===== src/rtl/grf_hazard_scoreboard.sv =====
// -----------------------------------------------------------------------------
// grf_hazard_scoreboard
//
// GRF hazard controller for the 5-stage (F/D/E/M/W) pipeline. A shadow copy of
// the pending register writes in E, M and W, each with its remaining Tnew, is
// compared against the D-stage sources and their Tuse. The result drives the
// D-stage stall/bubble and the D/E forwarding mux selects.
//
// Ports
//   clk        pipeline clock, all state updates on the rising edge
//   reset      synchronous active-low reset
//   d_valid    D stage holds a real instruction
//   d_rs/d_rt  D-stage source registers
//   d_tuse_*   cycles until the source is consumed (all-ones = unused)
//   d_we       instruction writes the GRF
//   d_dst      destination register
//   d_tnew     Tnew on entering E
//   stall      freeze PC and F/D, insert a bubble into E
//   fwd_d_*    D operand select: 0 GRF, 1 E result, 2 M result
//   fwd_e_*    E operand select: 0 pipeline register, 1 M result, 2 W result
//   stall_cnt  saturating count of stalled cycles since reset
// -----------------------------------------------------------------------------
module grf_hazard_scoreboard #(
   parameter int unsigned ADDR_W = 5,
   parameter int unsigned T_W    = 2,
   parameter int unsigned CNT_W  = 32
) (
   input  logic              clk,
   input  logic              reset,
   input  logic              d_valid,
   input  logic [ADDR_W-1:0] d_rs,
   input  logic [ADDR_W-1:0] d_rt,
   input  logic [T_W-1:0]    d_tuse_rs,
   input  logic [T_W-1:0]    d_tuse_rt,
   input  logic              d_we,
   input  logic [ADDR_W-1:0] d_dst,
   input  logic [T_W-1:0]    d_tnew,
   output logic              stall,
   output logic [1:0]        fwd_d_rs,
   output logic [1:0]        fwd_d_rt,
   output logic [1:0]        fwd_e_rs,
   output logic [1:0]        fwd_e_rt,
   output logic [CNT_W-1:0]  stall_cnt
);

   localparam logic [T_W-1:0]   TUSE_NONE = {T_W{1'b1}};
   localparam logic [T_W-1:0]   T_ONE     = {{(T_W-1){1'b0}}, 1'b1};
   localparam logic [CNT_W-1:0] CNT_ONE   = {{(CNT_W-1){1'b0}}, 1'b1};
   localparam logic [CNT_W-1:0] CNT_MAX   = {CNT_W{1'b1}};

   // Shadow pipeline entries
   logic              e_valid_q, m_valid_q, w_valid_q;
   logic              e_we_q, m_we_q, w_we_q;
   logic [ADDR_W-1:0] e_dst_q, m_dst_q, w_dst_q;
   logic [T_W-1:0]    e_tnew_q, m_tnew_q, w_tnew_q;
   logic [ADDR_W-1:0] e_rs_q, e_rt_q;
   logic [CNT_W-1:0]  stall_cnt_q;

   logic e_live, m_live, w_live;
   logic haz_rs, haz_rt, stall_raw;
   logic [1:0] fwd_d_rs_raw, fwd_d_rt_raw, fwd_e_rs_raw, fwd_e_rt_raw;

   function automatic logic [T_W-1:0] tnew_dec(input logic [T_W-1:0] t);
      return (t == '0) ? '0 : t - T_ONE;
   endfunction

   // Register 0 is hardwired, so a write to it is never live
   assign e_live = e_valid_q && e_we_q && (e_dst_q != '0);
   assign m_live = m_valid_q && m_we_q && (m_dst_q != '0);
   assign w_live = w_valid_q && w_we_q && (w_dst_q != '0);

   // A source stalls when a live write to it will not be ready by its Tuse.
   // W is never checked: its Tnew is always 0 and the GRF bypasses it.
   always_comb begin
      haz_rs = 1'b0;
      haz_rt = 1'b0;
      if (d_tuse_rs != TUSE_NONE) begin
         haz_rs = (e_live && (e_dst_q == d_rs) && (e_tnew_q > d_tuse_rs)) ||
                  (m_live && (m_dst_q == d_rs) && (m_tnew_q > d_tuse_rs));
      end
      if (d_tuse_rt != TUSE_NONE) begin
         haz_rt = (e_live && (e_dst_q == d_rt) && (e_tnew_q > d_tuse_rt)) ||
                  (m_live && (m_dst_q == d_rt) && (m_tnew_q > d_tuse_rt));
      end
      stall_raw = d_valid && (haz_rs || haz_rt);
   end

   // D forwarding: E is the younger write so it wins over M. A match that is
   // not ready yet yields 0; the stall covers it.
   always_comb begin
      fwd_d_rs_raw = 2'd0;
      if (e_live && (e_dst_q == d_rs)) begin
         fwd_d_rs_raw = (e_tnew_q == '0) ? 2'd1 : 2'd0;
      end else if (m_live && (m_dst_q == d_rs) && (m_tnew_q == '0)) begin
         fwd_d_rs_raw = 2'd2;
      end

      fwd_d_rt_raw = 2'd0;
      if (e_live && (e_dst_q == d_rt)) begin
         fwd_d_rt_raw = (e_tnew_q == '0) ? 2'd1 : 2'd0;
      end else if (m_live && (m_dst_q == d_rt) && (m_tnew_q == '0)) begin
         fwd_d_rt_raw = 2'd2;
      end
   end

   // E forwarding: M over W, only for a valid E entry
   always_comb begin
      fwd_e_rs_raw = 2'd0;
      fwd_e_rt_raw = 2'd0;
      if (e_valid_q) begin
         if (m_live && (m_dst_q == e_rs_q) && (m_tnew_q == '0)) begin
            fwd_e_rs_raw = 2'd1;
         end else if (w_live && (w_dst_q == e_rs_q)) begin
            fwd_e_rs_raw = 2'd2;
         end
         if (m_live && (m_dst_q == e_rt_q) && (m_tnew_q == '0)) begin
            fwd_e_rt_raw = 2'd1;
         end else if (w_live && (w_dst_q == e_rt_q)) begin
            fwd_e_rt_raw = 2'd2;
         end
      end
   end

   // Outputs are forced quiet while reset is asserted
   always_comb begin
      stall     = reset && stall_raw;
      fwd_d_rs  = reset ? fwd_d_rs_raw : 2'd0;
      fwd_d_rt  = reset ? fwd_d_rt_raw : 2'd0;
      fwd_e_rs  = reset ? fwd_e_rs_raw : 2'd0;
      fwd_e_rt  = reset ? fwd_e_rt_raw : 2'd0;
      stall_cnt = stall_cnt_q;
   end

   always_ff @(posedge clk) begin
      if (!reset) begin
         e_valid_q   <= 1'b0;
         e_we_q      <= 1'b0;
         e_dst_q     <= '0;
         e_tnew_q    <= '0;
         e_rs_q      <= '0;
         e_rt_q      <= '0;
         m_valid_q   <= 1'b0;
         m_we_q      <= 1'b0;
         m_dst_q     <= '0;
         m_tnew_q    <= '0;
         w_valid_q   <= 1'b0;
         w_we_q      <= 1'b0;
         w_dst_q     <= '0;
         w_tnew_q    <= '0;
         stall_cnt_q <= '0;
      end else begin
         m_valid_q <= e_valid_q;
         m_we_q    <= e_we_q;
         m_dst_q   <= e_dst_q;
         m_tnew_q  <= tnew_dec(e_tnew_q);
         w_valid_q <= m_valid_q;
         w_we_q    <= m_we_q;
         w_dst_q   <= m_dst_q;
         w_tnew_q  <= tnew_dec(m_tnew_q);
         if (stall_raw) begin
            e_valid_q <= 1'b0;
            e_we_q    <= 1'b0;
            e_dst_q   <= '0;
            e_tnew_q  <= '0;
            e_rs_q    <= '0;
            e_rt_q    <= '0;
            if (stall_cnt_q != CNT_MAX) begin
               stall_cnt_q <= stall_cnt_q + CNT_ONE;
            end
         end else begin
            e_valid_q <= d_valid;
            e_we_q    <= d_we;
            e_dst_q   <= d_dst;
            e_tnew_q  <= d_tnew;
            e_rs_q    <= d_rs;
            e_rt_q    <= d_rt;
         end
      end
   end

endmodule


===== config.mk =====
export PLATFORM = sky130hd
export DESIGN_NAME = grf_hazard_scoreboard
export DESIGN_NICKNAME = d
export VERILOG_FILES = /design/src/rtl/grf_hazard_scoreboard.sv
export SDC_FILE = /design/constraint.sdc
export NUM_CORES = 1
export LEC_CHECK = 0
export CAP_MARGIN = 30
export CORE_MARGIN = 2
export CORE_UTILIZATION = 25
export DETAILED_ROUTE_END_ITERATION = 16
export SETUP_SLACK_MARGIN = 0.4
export SLEW_MARGIN = 25
export SYNTH_ARGS = -nofsm -noshare
export SYNTH_HDL_FRONTEND = slang
export SYNTH_SLANG_ARGS = --single-unit

===== constraint.sdc =====
create_clock -name clk -period 2.8 [get_ports clk]
set_input_delay 0.42 -clock clk [delete_from_list [all_inputs] [get_ports clk]]
set_output_delay 0.42 -clock clk [all_outputs]
set_load 0.02 [all_outputs]

Yosys cells after proc, flatten, opt, wreduce, memory -nomap -nowiden
Index checks and enable logic that the tools add are counted.
Storage, ports and cells
  output and inout port bits: 41
  logic and storage cells: 84
  register bits after elaboration: 67
Operators by class
  eq/ne operators: 11
  multiplexer cells: 17
  add/sub/neg operators: 2
  reduce and logical (&&, ||, !) cells: 35
  magnitude comparators: 4
  bitwise operators: 1
Operators with widths (number)
  $eq 5x5->1: 8
  $add 32x1->32 const B: 1
  $ne 32x32->1 const B: 1
  $mux 2: 14
  $logic_and 1x1->1: 24
  $reduce_bool 5->1: 3
  $gt 2x2->1: 4
  $logic_not 2->1: 2
  $ne 2x2->1 const B: 2
  $reduce_or 2->1: 2
  $logic_or 1x1->1: 3
  $mux 1: 3
  $reduce_and 2->1: 1
  $sub 2x1->2 const B: 1
  $not 1->1: 1

Longest topological paths before layout
  depth after elaboration: 9
  mapped depth: 9
  mapped depth without buffers: 8

Worst setup path before layout
No wires, ideal clock.
  kind: input port to output port
  from: input d_tuse_rs[1]
  to: output stall
  arrival: 2.014 ns
  data required time: 2.380 ns
  slack: 0.366 ns
  buffers on the path: 2
  stages on the path: 8
  cells stage by stage: inv_1 > ha_1 > a222oi_1 > nand4_1 > a41o_1 > buf_6 > clkbuf_1 > nor2_1
On the way
  longest elaborated chain between the ends: 7
  elaborated cells between the ends (all ways): 10
  those cells by class: 2 x order compare; 1 x eq/ne; 1 x mux; 6 x reduce/logical
RTL lines
  from (decl): RTL line 33  | input logic [T_W-1:0] d_tuse_rs,
  $gt 2x2->1, on equally long branches: RTL line 78, 79
  $logic_and 1x1->1, on equally long branches: RTL line 78, 79
  $logic_or 1x1->1: RTL line 78  | haz_rs = (e_live && (e_dst_q == d_rs) && (e_tnew_q > d_tuse_rs)) ||
  $mux 1 *: RTL line 77  | if (d_tuse_rs != TUSE_NONE) begin
  $logic_or 1x1->1 *: RTL line 85  | stall_raw = d_valid && (haz_rs || haz_rt);
  $logic_and 1x1->1 *: RTL line 85
  $logic_and 1x1->1 *: RTL line 126  | stall = reset && stall_raw;
  to (decl): RTL line 38  | output logic stall,
Mark *: on every way between the ends. The rest lies on a longest branch, timed or not.

Final worst setup path
  from: register e_tnew_q[1]
  to: output stall
On the way
  longest elaborated chain between the ends: 7
  elaborated cells between the ends (all ways): 11
  those cells by class: 2 x order compare; 2 x mux; 7 x reduce/logical
RTL lines
  from (decl): RTL line 55  | logic [T_W-1:0] e_tnew_q, m_tnew_q, w_tnew_q;
  from (signal assigned): RTL line 174  | e_tnew_q <= d_tnew;
  $gt 2x2->1, on equally long branches: RTL line 78, 82
  $logic_and 1x1->1, on equally long branches: RTL line 78, 82
  $logic_or 1x1->1, on equally long branches: RTL line 78, 82
  $mux 1, on equally long branches: RTL line 77, 81
  $logic_or 1x1->1 *: RTL line 85
  $logic_and 1x1->1 *: RTL line 85
  $logic_and 1x1->1 *: RTL line 126
Marked as above.

==> summary.txt <==
outcome = finished, final reports clean
first-pass GRT wire length = 16300 um
gpl congestion = 0.910
sequential share of the synthesized area = 0.377
Syn Inst Count = 417
CTS tree = yes
Initial Util = 0.256
Sink Count = 67
Max Slew Vio Count = 0
Net Count, Synth = 452
Synth cell types = 40
vias post-DR = 3336
clock share of power = 0.538
final net count = 523
I/O Pins = 66
Die Y = 123 um
total congestion overflow = 0
share of cells above drive strength 1 = 0.174
most frequent cells in the layout = dfxtp_1, clkdlybuf4s50_1, nand2_1, xor2_1, and3_1
Synthesis Warnings = 0
number of core rows = 43
Post-Syn Area per Cell = 8.52 um^2
min Tclk post-route = 2.52 ns
Hold WC Path Type = in -> reg
CTS Buf Count = 9
commonest non-fill, non-tap cell in the layout = dfxtp_1
total of max-cap violations = 0
met1 wire length = 4640 um
DR top layer = met5
Least-Margin Pin Slew = 0.688 ns
number of global-route vias before repair = 3323
WL final = 10400 um
Port Buf Inserts = 65
H-tree depth = 3
Int Pwr = 2.06 mW
Slew HR = 0.534
DRC Markers = 0
worst vdd ir = 0.000281 V
pwr/cell area = 527 mW/mm^2
synth-to-layout area growth = 40.0%
largest net degree at the start of global routing = 65
Setup WS pre-CTS = -0.541 ns
Core Util, Final = 0.358
Post-CTS Setup Repair Bufs = 0
Sw Ratio = 0.212
Power Total = 2.62 mW
Root Driver = clkbuf_16
Antenna Nets Post-Route = 0
Synth top area share = 0.377
Crit path required time = 2.38 ns
Most used DFF post-synth = dfxtp_1
switching pwr = 557 uW
Lkg Pwr = 1.81 nW
crit path kind = reg -> out
Global Route Usage Sum = 0.138
vias per std cell = 4.96
crit path max fanout = 3
Clock Path Buffers = 2
met2 wire length = 4910 um
Clock Latency Late Sink = 0.33 ns
clock slew at reported path FFs = 0.06 ns
Setup Skew = 0.00539 ns
Gate power share = 0.078
Die X = 123 um
core region area = 0.0139 mm^2
Worst setup SP type = register
die area = 0.0152 mm^2
met3 wire length = 540 um
Cell Area, Synth = 0.00355 mm^2
final period utilization = 0.899
Flop pwr share = 0.384
WL/cell = 15.4 um
FF+latch count, synth = 67
endpoint class of the critical path = output pin
Final Hold Fails = 0
Iter 0 DRT Violations = 177
ANT cells = 0
Yosys top cell by area = dfxtp_1
Setup violations, final = 0
Worst EP arrival = 2.10 ns
number of synthesized flops with an enable pin = 0
DRT Pass-1 Iters = 4
Fmax = 397 MHz
largest cells by area after synthesis = dfxtp_1, xor2_1, and3_1
Async S/R FF share, synth = 0
hpwl dp = 7470 um
initial antenna violation count = 1
setup ws final = 0.284 ns
RSZ-0062 raised after global routing = true
worst paths after layout:
check,startpoint,to,slack (ns),cells past startpoint
max,e_tnew_q[1]$_SDFF_PP0_,stall,0.28,7
min,reset,m_valid_q$_SDFF_PN0_,0.40,3
max reg2reg,e_tnew_q[1]$_SDFF_PP0_,stall_cnt[24]$_SDFFE_PN0P_,0.30,8
min reg2reg,e_tnew_q[0]$_SDFF_PP0_,m_tnew_q[0]$_SDFF_PP0_,0.41,1
cells by family (layout without fill, tap and decap cells):
kind of cell / count (synthesis) / after routing / synth area share
buffers and inverters: 35 / 111 / 0.0433
flip-flops: 67 / 67 / 0.377
AND/OR/NAND/NOR: 204 / 204 / 0.322
adder cells (fa/ha/maj): 10 / 10 / 0.0352
XOR/XNOR: 40 / 40 / 0.0986
AO/OA/AOI/OAI: 49 / 49 / 0.0898
multiplexers: 12 / 12 / 0.0338
synthesized netlist by cell type, types with 2 or more instances:
cell,count
a21oi_1,18
a222oi_1,4
and2_1,14
and3_1,24
buf_2,3
buf_6,2
clkbuf_1,14
dfxtp_1,67
ha_1,10
inv_1,13
mux2i_1,12
nand2_1,38
nand2b_1,15
nand3_1,19
nand4_1,17
nor2_1,23
nor3_1,10
nor3_2,2
nor3b_1,4
nor4_1,9
o2111ai_1,2
o21ai_0,9
o31ai_1,10
or3_1,10
or4_1,15
xnor2_1,10
xor2_1,30
final cells by class:
| class | count | area [um^2] |
|---|---|---|
| inverter | 14 | 52.6 |
| sequential | 67 | 1360 |
| fill | 1443 | 8910 |
| timing repair buffer | 81 | 743 |
| multi-input combinational | 315 | 2220 |
| tap | 180 | 225 |
| clock inverter | 6 | 136 |
| clock buffer | 10 | 239 |
power by group through the flow:
stage	Combinational [mW]	Clock (mW)	Sequential, mW
floorplan	0.114	0	1.01
global placement	0.184	0	1.02
detailed placement	0.190	0	1.02
CTS	0.200	1.43	1.01
global route	0.227	1.47	1.01
finish	0.204	1.41	1.01
state kept, by name (all words and copies together) (netlist names), 2 cells and up:
name       cells
e_rs_q         5
m_dst_q        5
m_tnew_q       2
stall_cnt     32
e_tnew_q       2
e_rt_q         5
w_dst_q        5
e_dst_q        5
layer usage:
| layer | vias to the layer above | global-route usage |
|---|---|---|
| met4 | 2 | 0.0604 |
| met5 | - | 0 |
| met1 | 1578 | 0.171 |
| met2 | 97 | 0.223 |
| li1 | 1637 | - |
| met3 | 22 | 0.0397 |
through the flow:
| stage | area (um^2) | hold slack [ns] | instances | setup TNS [ns] |
|---|---|---|---|---|
| floorplan | 3560 | 0.392 | 417 | 0 |
| global placement | 4450 | 0.399 | 657 | -3.86 |
| detailed placement | 4450 | 0.412 | 657 | -9.84 |
| CTS | 4930 | 0.370 | 673 | 0 |
| global route | 4970 | 0.411 | 673 | 0 |
| finish | 4970 | 0.398 | 673 | 0 |
critical path, cell delays in order, from the launching register on:
cell      delay (ns)
dfxtp_2         0.36
ha_4            0.28
nand2b_1        0.07
a222oi_1        0.34
nand4_1         0.18
a41o_2          0.29
nor2_2          0.12
buf_6           0.12
repair_timing:
action	4_1_cts	5_1_grt
hold buffers	0	0
pin swaps	15	2
setup endpoints to repair	60	36
gates resized for setup	69	21
No activity file was read; power rests on OpenSTA's default activity.
